### src/rtl/timer_pkg.sv
// ============================================================================
// timer_pkg : shared types and constants for the timer / capture blocks
// Rev 1.0
// ============================================================================
`default_nettype none

package timer_pkg;

    localparam int PRESC_W       = 8;
    localparam int CNT_W_DEFAULT = 16;

    typedef enum logic [1:0] {
        ST_IDLE = 2'd0,
        ST_ARM  = 2'd1,
        ST_HIGH = 2'd2,
        ST_LOW  = 2'd3
    } cap_state_e;

endpackage

`default_nettype wire

### src/rtl/sync_edge_det.sv
// ============================================================================
// sync_edge_det : multi-flop synchronizer with rise/fall detection
// Rev 1.0
// ============================================================================
`default_nettype none

module sync_edge_det #(
    parameter int SYNC_STAGES = 2
) (
    input  logic clk_i,
    input  logic rst_ni,
    input  logic async_i,
    input  logic track_i,
    output logic s_o,
    output logic rise_o,
    output logic fall_o
);

    logic [SYNC_STAGES-1:0] sync_q, sync_d;
    logic                   prev_q, prev_d;

    always_comb begin
        sync_d = {sync_q[SYNC_STAGES-2:0], async_i};
        prev_d = sync_q[SYNC_STAGES-1];
    end

    always_ff @(posedge clk_i or negedge rst_ni) begin
        if (!rst_ni) begin
            sync_q <= '0;
            prev_q <= 1'b0;
        end else begin
            sync_q <= sync_d;
            prev_q <= prev_d;
        end
    end

    // While tracking, prev still follows s so re-enabling on a high input is edge-free.
    assign s_o    = sync_q[SYNC_STAGES-1];
    assign rise_o = ~track_i &  s_o & ~prev_q;
    assign fall_o = ~track_i & ~s_o &  prev_q;

endmodule

`default_nettype wire

### src/rtl/timer_capture.sv
// ============================================================================
// timer_capture : input capture of period and high time in prescaled ticks
// Rev 1.0
// ============================================================================
`default_nettype none

module timer_capture
    import timer_pkg::*;
#(
    parameter int CNT_W       = CNT_W_DEFAULT,
    parameter int SYNC_STAGES = 2
) (
    input  logic               clk_i,
    input  logic               rst_ni,
    input  logic               en_i,
    input  logic [PRESC_W-1:0] prescaler_i,
    input  logic               cap_i,
    input  logic               clr_i,
    output logic [CNT_W-1:0]   period_o,
    output logic [CNT_W-1:0]   high_o,
    output logic               valid_o,
    output logic               overflow_o
);

    cap_state_e         state_q, state_d;
    logic [PRESC_W-1:0] pcnt_q, pcnt_d;
    logic [CNT_W-1:0]   cnt_q, cnt_d;
    logic [CNT_W-1:0]   hshadow_q, hshadow_d;
    logic [CNT_W-1:0]   period_q, period_d;
    logic [CNT_W-1:0]   high_q, high_d;
    logic               valid_q, valid_d;
    logic               overflow_q, overflow_d;

    logic               rise, fall, s_unused;
    logic               tick;
    logic [CNT_W-1:0]   cnt_inc;

    sync_edge_det #(
        .SYNC_STAGES (SYNC_STAGES)
    ) u_sync (
        .clk_i   (clk_i),
        .rst_ni  (rst_ni),
        .async_i (cap_i),
        .track_i (state_q == ST_IDLE),
        .s_o     (s_unused),
        .rise_o  (rise),
        .fall_o  (fall)
    );

    assign tick    = (pcnt_q == prescaler_i);
    assign cnt_inc = cnt_q + CNT_W'(tick);

    always_comb begin
        state_d    = state_q;
        pcnt_d     = tick ? '0 : pcnt_q + PRESC_W'(1);
        cnt_d      = cnt_q;
        hshadow_d  = hshadow_q;
        period_d   = period_q;
        high_d     = high_q;
        // Clear first so a coincident set below wins.
        valid_d    = valid_q    & ~clr_i;
        overflow_d = overflow_q & ~clr_i;

        if (!en_i) begin
            state_d = ST_IDLE;
        end else begin
            unique case (state_q)
                ST_IDLE: begin
                    pcnt_d  = '0;
                    cnt_d   = '0;
                    state_d = ST_ARM;
                end
                ST_ARM: begin
                    if (rise) begin
                        cnt_d   = '0;
                        pcnt_d  = '0;
                        state_d = ST_HIGH;
                    end
                end
                ST_HIGH, ST_LOW: begin
                    if ((&cnt_q) && tick) begin
                        overflow_d = 1'b1;
                        cnt_d      = '0;
                        state_d    = ST_ARM;
                    end else if ((state_q == ST_HIGH) && fall) begin
                        hshadow_d = cnt_inc;
                        cnt_d     = cnt_inc;
                        state_d   = ST_LOW;
                    end else if ((state_q == ST_LOW) && rise) begin
                        period_d = cnt_inc;
                        high_d   = hshadow_q;
                        valid_d  = 1'b1;
                        cnt_d    = '0;
                        state_d  = ST_HIGH;
                    end else begin
                        cnt_d = cnt_inc;
                    end
                end
                default: state_d = ST_IDLE;
            endcase
        end

        if (state_q == ST_IDLE) begin
            pcnt_d = '0;
            cnt_d  = '0;
        end
    end

    always_ff @(posedge clk_i or negedge rst_ni) begin
        if (!rst_ni) begin
            state_q    <= ST_IDLE;
            pcnt_q     <= '0;
            cnt_q      <= '0;
            hshadow_q  <= '0;
            period_q   <= '0;
            high_q     <= '0;
            valid_q    <= 1'b0;
            overflow_q <= 1'b0;
        end else begin
            state_q    <= state_d;
            pcnt_q     <= pcnt_d;
            cnt_q      <= cnt_d;
            hshadow_q  <= hshadow_d;
            period_q   <= period_d;
            high_q     <= high_d;
            valid_q    <= valid_d;
            overflow_q <= overflow_d;
        end
    end

    assign period_o   = period_q;
    assign high_o     = high_q;
    assign valid_o    = valid_q;
    assign overflow_o = overflow_q;

endmodule

`default_nettype wire

### config.mk
export PLATFORM = sky130hd
export DESIGN_NAME = timer_capture
export DESIGN_NICKNAME = d
export VERILOG_FILES = /design/src/rtl/timer_pkg.sv /design/src/rtl/sync_edge_det.sv /design/src/rtl/timer_capture.sv
export SDC_FILE = /design/constraint.sdc
export NUM_CORES = 1
export LEC_CHECK = 0
export CORE_ASPECT_RATIO = 1.4
export CORE_MARGIN = 2
export CORE_UTILIZATION = 52
export CTS_BUF_LIST = sky130_fd_sc_hd__clkbuf_8
export DETAILED_ROUTE_END_ITERATION = 7
export PLACE_DENSITY = 0.82
export SLEW_MARGIN = 10
export SYNTH_ARGS = -nofsm -noshare
export SYNTH_HDL_FRONTEND = slang
export SYNTH_HIERARCHICAL = 1
export SYNTH_SLANG_ARGS = --single-unit
### constraint.sdc
create_clock -name clk_i -period 2.5 [get_ports clk_i]
set_clock_uncertainty 0.2 [all_clocks]
set_input_delay 0.375 -clock clk_i [delete_from_list [all_inputs] [get_ports clk_i]]
set_output_delay 0.375 -clock clk_i [all_outputs]
set_load 0.02 [all_outputs]
==> results.env <==
RUN_STATUS='finished with violations'
FAILED_CHECKS='setup timing'
GRT_SETUP_UNREPAIRED='true'
ANTENNA_VIOLATIONS_BEFORE_REPAIR=0
ROUTE.DETAILED.WL_PER_INST_UM=16.8
DP.CELLS=467
HTREEDEPTH=3
POWER_FRAC_COMB=0.067
STD_CELL_ROWS=36
WORSTPATHARRIVAL_PS=2680
MAX-SLEW-MARGIN-REL=0.598
CELL_INTERNAL_PWR_mW=1.79
POSTSYNTHCELLCOUNT=300
FIN_WS_PS=-82.0
TOTAL_VIA_COUNT_AFTER_DETAILED_ROUTING=2686
SYNTHESIS.YOSYS.WARNINGS=6
SEQ_AREA_UM2=1980
TOTALWIRELENGTH_UM=8270
POST_ROUTE_CELLS_DRIVE_ABOVE_1_SHARE=0.329
PORT-BUFFER-COUNT=46
CLOCK_LATENCY_PS=360
TIMING.HOLD.WORST.CLASS='flop to flop'
SYNTHESIS.NETS=316
FIN_CRIT_PS=2580
POSTSYNTH.ASYNCRESETSHARE=1.00
FINALCRITPERIODSHARE=1.03
DIE_FOOTPRINT_UM2=7820
WORSTPATHMAXFANOUT=4
SYN_AREA_PER_CELL_UM2=12.3
GRT_MAX_DEGREE=46
MAX_CAP_VIOLS=0
VIAS_IN_THE_FIRST_GLOBAL_ROUTE=2764
MAX_ROOT_SINK_BUFFERS=2
START_UTIL=0.534
SYNTH.DISTINCT_CELLS=45
POWER.IR.VDD_WORST_uV=393
FIN_TOTAL_PWR_mW=2.32
POSTSYNTHREGISTERBITS=79
DESIGN.FINAL.NETS=410
GLOBALROUTEOVERFLOWTOTAL=0
CTS_TREE='yes'
GRT_UTIL_OVERALL=0.227
DIE_W_UM=75.3
FIRST_ITER_VIOLATIONS=181
CRITICALPATHCATEGORY='flop to flop'
FILLERS=479
IO_PINS=47
ROUTED_VIA_DENSITY=5.45
YS_SEQ_AREA_FRAC=0.534
POST_SYNTH_INSTANCE_AREA_UM2=3700
DRCVIOLATIONCOUNT=0
CTS.REPORTEDPATHS.CLKPINSLEW_PS=70
SETUP_VIOLATIONS=18
HPWLAFTERDP_UM=5400
GP_CONGESTION=0.843
GRT_FIRST_PASS_WIRELENGTH_UM=13300
FINALMAXSLEWVIOLATIONS=0
MULTI_INPUT_COMB_AREA_UM2=1800
NUMCLOCKSINKS=79
NUMBER_OF_ENABLE_FLIP_FLOP_CELLS_AFTER_SYNTHESIS=0
CLK_ROOT_BUFFER_CELL='clkbuf_8'
TIGHTESTPINTRANSITION_PS=599
FINAL_ANTENNA_NET_COUNT=0
DRT_PASS1_ITERATIONS=4
POWER_LEAKAGE_nW=2.35
REQUIRED_PS=2590
MAIN_SYNTH_FF_TYPE='dfrtp_1'
PWR-SHARE-CLK=0.373
POWER_DENSITY_nW_PER_UM2=466
FLOORPLAN.DIE.HEIGHT_UM=104
PRE_CTS_WS_PS=-448
ANTENNA_CELLS=0
WORSTSETUPSTARTPOINTTYPE='flop'
CP-END-KIND='flop'
POWER_FRAC_SEQ=0.560
CTS_MADE_BUFFERS=9
MAXCLOCKFREQUENCY_MHz=387
AREA_GROWTH_PCT=34.2
POWER.SHARE.SWITCHING=0.226
CORE_UM2=6940
FINALNONFILLERCELLS=493
TIMING.SETUP.TNS_PS=-684
HOLD_VIOL_FINAL=0
SWITCHINGPOWER_uW=524
[state kept, by name (all words and copies together) (netlist names)]
signal	cells
cnt_q	16
high_o	16
hshadow_q	16
period_o	16
pcnt_q	8
state_q	2
u_sync/sync_q	2
overflow_o	1
u_sync/prev_q	1
valid_o	1
[power by group through the flow]
stage	logic, mW	registers (mW)	clock network (mW)
final	0.155	1.30	0.865
after global routing	0.173	1.30	0.944
after floorplan	0.0577	1.32	0
after detailed placement	0.150	1.32	0
after CTS	0.153	1.30	0.887
after global placement	0.146	1.32	0
[worst max-delay path: stages, from the launching register on]
cell	delay, ps
dfrtp_1	420
xnor2_1	200
nand4_1	160
nor2_1	170
ha_2	240
and4_4	260
buf_4	120
nand4_1	200
or4_1	460
nand3_1	90
[kinds of logic (layout without fill, tap and decap cells)]
kind of cell             count (synthesis)  in the layout  synth area share
AO/OA/AOI/OAI                           32             32            0.0561
XOR/XNOR                                28             28            0.0663
adder cells (fa/ha/maj)                  3              3            0.0101
buffers and inverters                   16            114            0.0257
flip-flops                              79             79             0.534
multiplexers                            49             49             0.174
AND/OR/NAND/NOR                         93             93             0.134
[cell usage in the layout, fill, tap and decap left out, types with 4 or more instances in the layout]
cell type / n
buf_12: 4
o21ai_0: 9
nand3_1: 13
buf_4: 46
clkdlybuf4s50_1: 43
mux2_4: 29
xor2_1: 9
inv_1: 8
nand4_1: 4
mux2_2: 14
nor2_1: 15
xnor2_1: 14
mux2_1: 5
nand2_1: 26
o31ai_1: 5
clkbuf_8: 9
a21oi_1: 5
dfrtp_1: 79
[metrics by stage]
stage          area [um2]   util  hold WS, ps
2_1_floorplan        3710      -         -121
3_3_place_gp         4550  0.656          136
3_5_place_dp         4550  0.656          145
4_1_cts              4790  0.691          162
5_1_grt              4970  0.716          169
6_report             4970  0.716          156
[timing repair]
item | CTS | global route
buffers inserted | 2 | 9
gates resized for setup | 9 | 22
endpoints found under the setup margin | 11 | 43
hold buffers | 1 | 0
pin swaps | 5 | 9
hold endpoints to repair | 42 | 0
[synthesized netlist by cell type, types with 2 or more instances]
master | count | area, um2
a31o_2 | 2 | 17.5
xnor2_1 | 17 | 149
mux2_1 | 7 | 78.8
or4_1 | 2 | 15.0
or2_2 | 2 | 12.5
nand3_1 | 14 | 70.1
dfrtp_1 | 79 | 1980
mux2_4 | 25 | 375
buf_2 | 3 | 15.0
nor2b_1 | 2 | 12.5
and2_1 | 2 | 12.5
inv_1 | 3 | 11.3
a22o_1 | 2 | 17.5
nand4_1 | 4 | 25.0
nor3b_1 | 4 | 30.0
a21o_1 | 3 | 22.5
nor3_1 | 6 | 30.0
nor2_1 | 15 | 56.3
ha_1 | 3 | 37.5
o31ai_1 | 5 | 37.5
a21oi_1 | 5 | 25.0
or3_1 | 2 | 12.5
mux2_2 | 16 | 180
nand2_1 | 26 | 97.6
buf_6 | 4 | 45.0
nor4_1 | 3 | 18.8
clkbuf_1 | 4 | 15.0
o21ai_0 | 10 | 50.1
xor2_1 | 11 | 96.3
and3_1 | 4 | 25.0
[final timing paths]
| path | endpoint | slack, ps | start | depth (start not counted) |
|---|---|---|---|---|
| worst min register to register | u_sync/sync_q[1] | 160 | u_sync/sync_q[0] | 0 |
| worst max-delay path | cnt_q[9] | -80 | pcnt_q[4] | 9 |
| worst max register to register | cnt_q[9] | -80 | pcnt_q[4] | 9 |
| min in group asynchronous | high_o[13] | 340 | rst_ni | 2 |
| worst min-delay path | u_sync/sync_q[1] | 160 | u_sync/sync_q[0] | 0 |
| max in group asynchronous | high_o[12] | 1150 | rst_ni | 3 |
[per-layer routing]
metal / global-route usage / wire (um) / vias up
met5: 0 / 0 / -
met4: 0.149 / 269 / 0
met3: 0.0409 / 379 / 21
met2: 0.341 / 4260 / 92
met1: 0.292 / 3360 / 1333
li1: - / - / 1240
[cell type report]
type	count	area share
Inverter	3	0.00227
Multi-Input combinational cell	205	0.362
Tap cell	95	0.0239
Timing Repair Buffer	96	0.179
Clock inverter	6	0.00982
Clock buffer	9	0.0249
Sequential cell	79	0.398
Note: power is estimated with default switching activity, not from simulation.
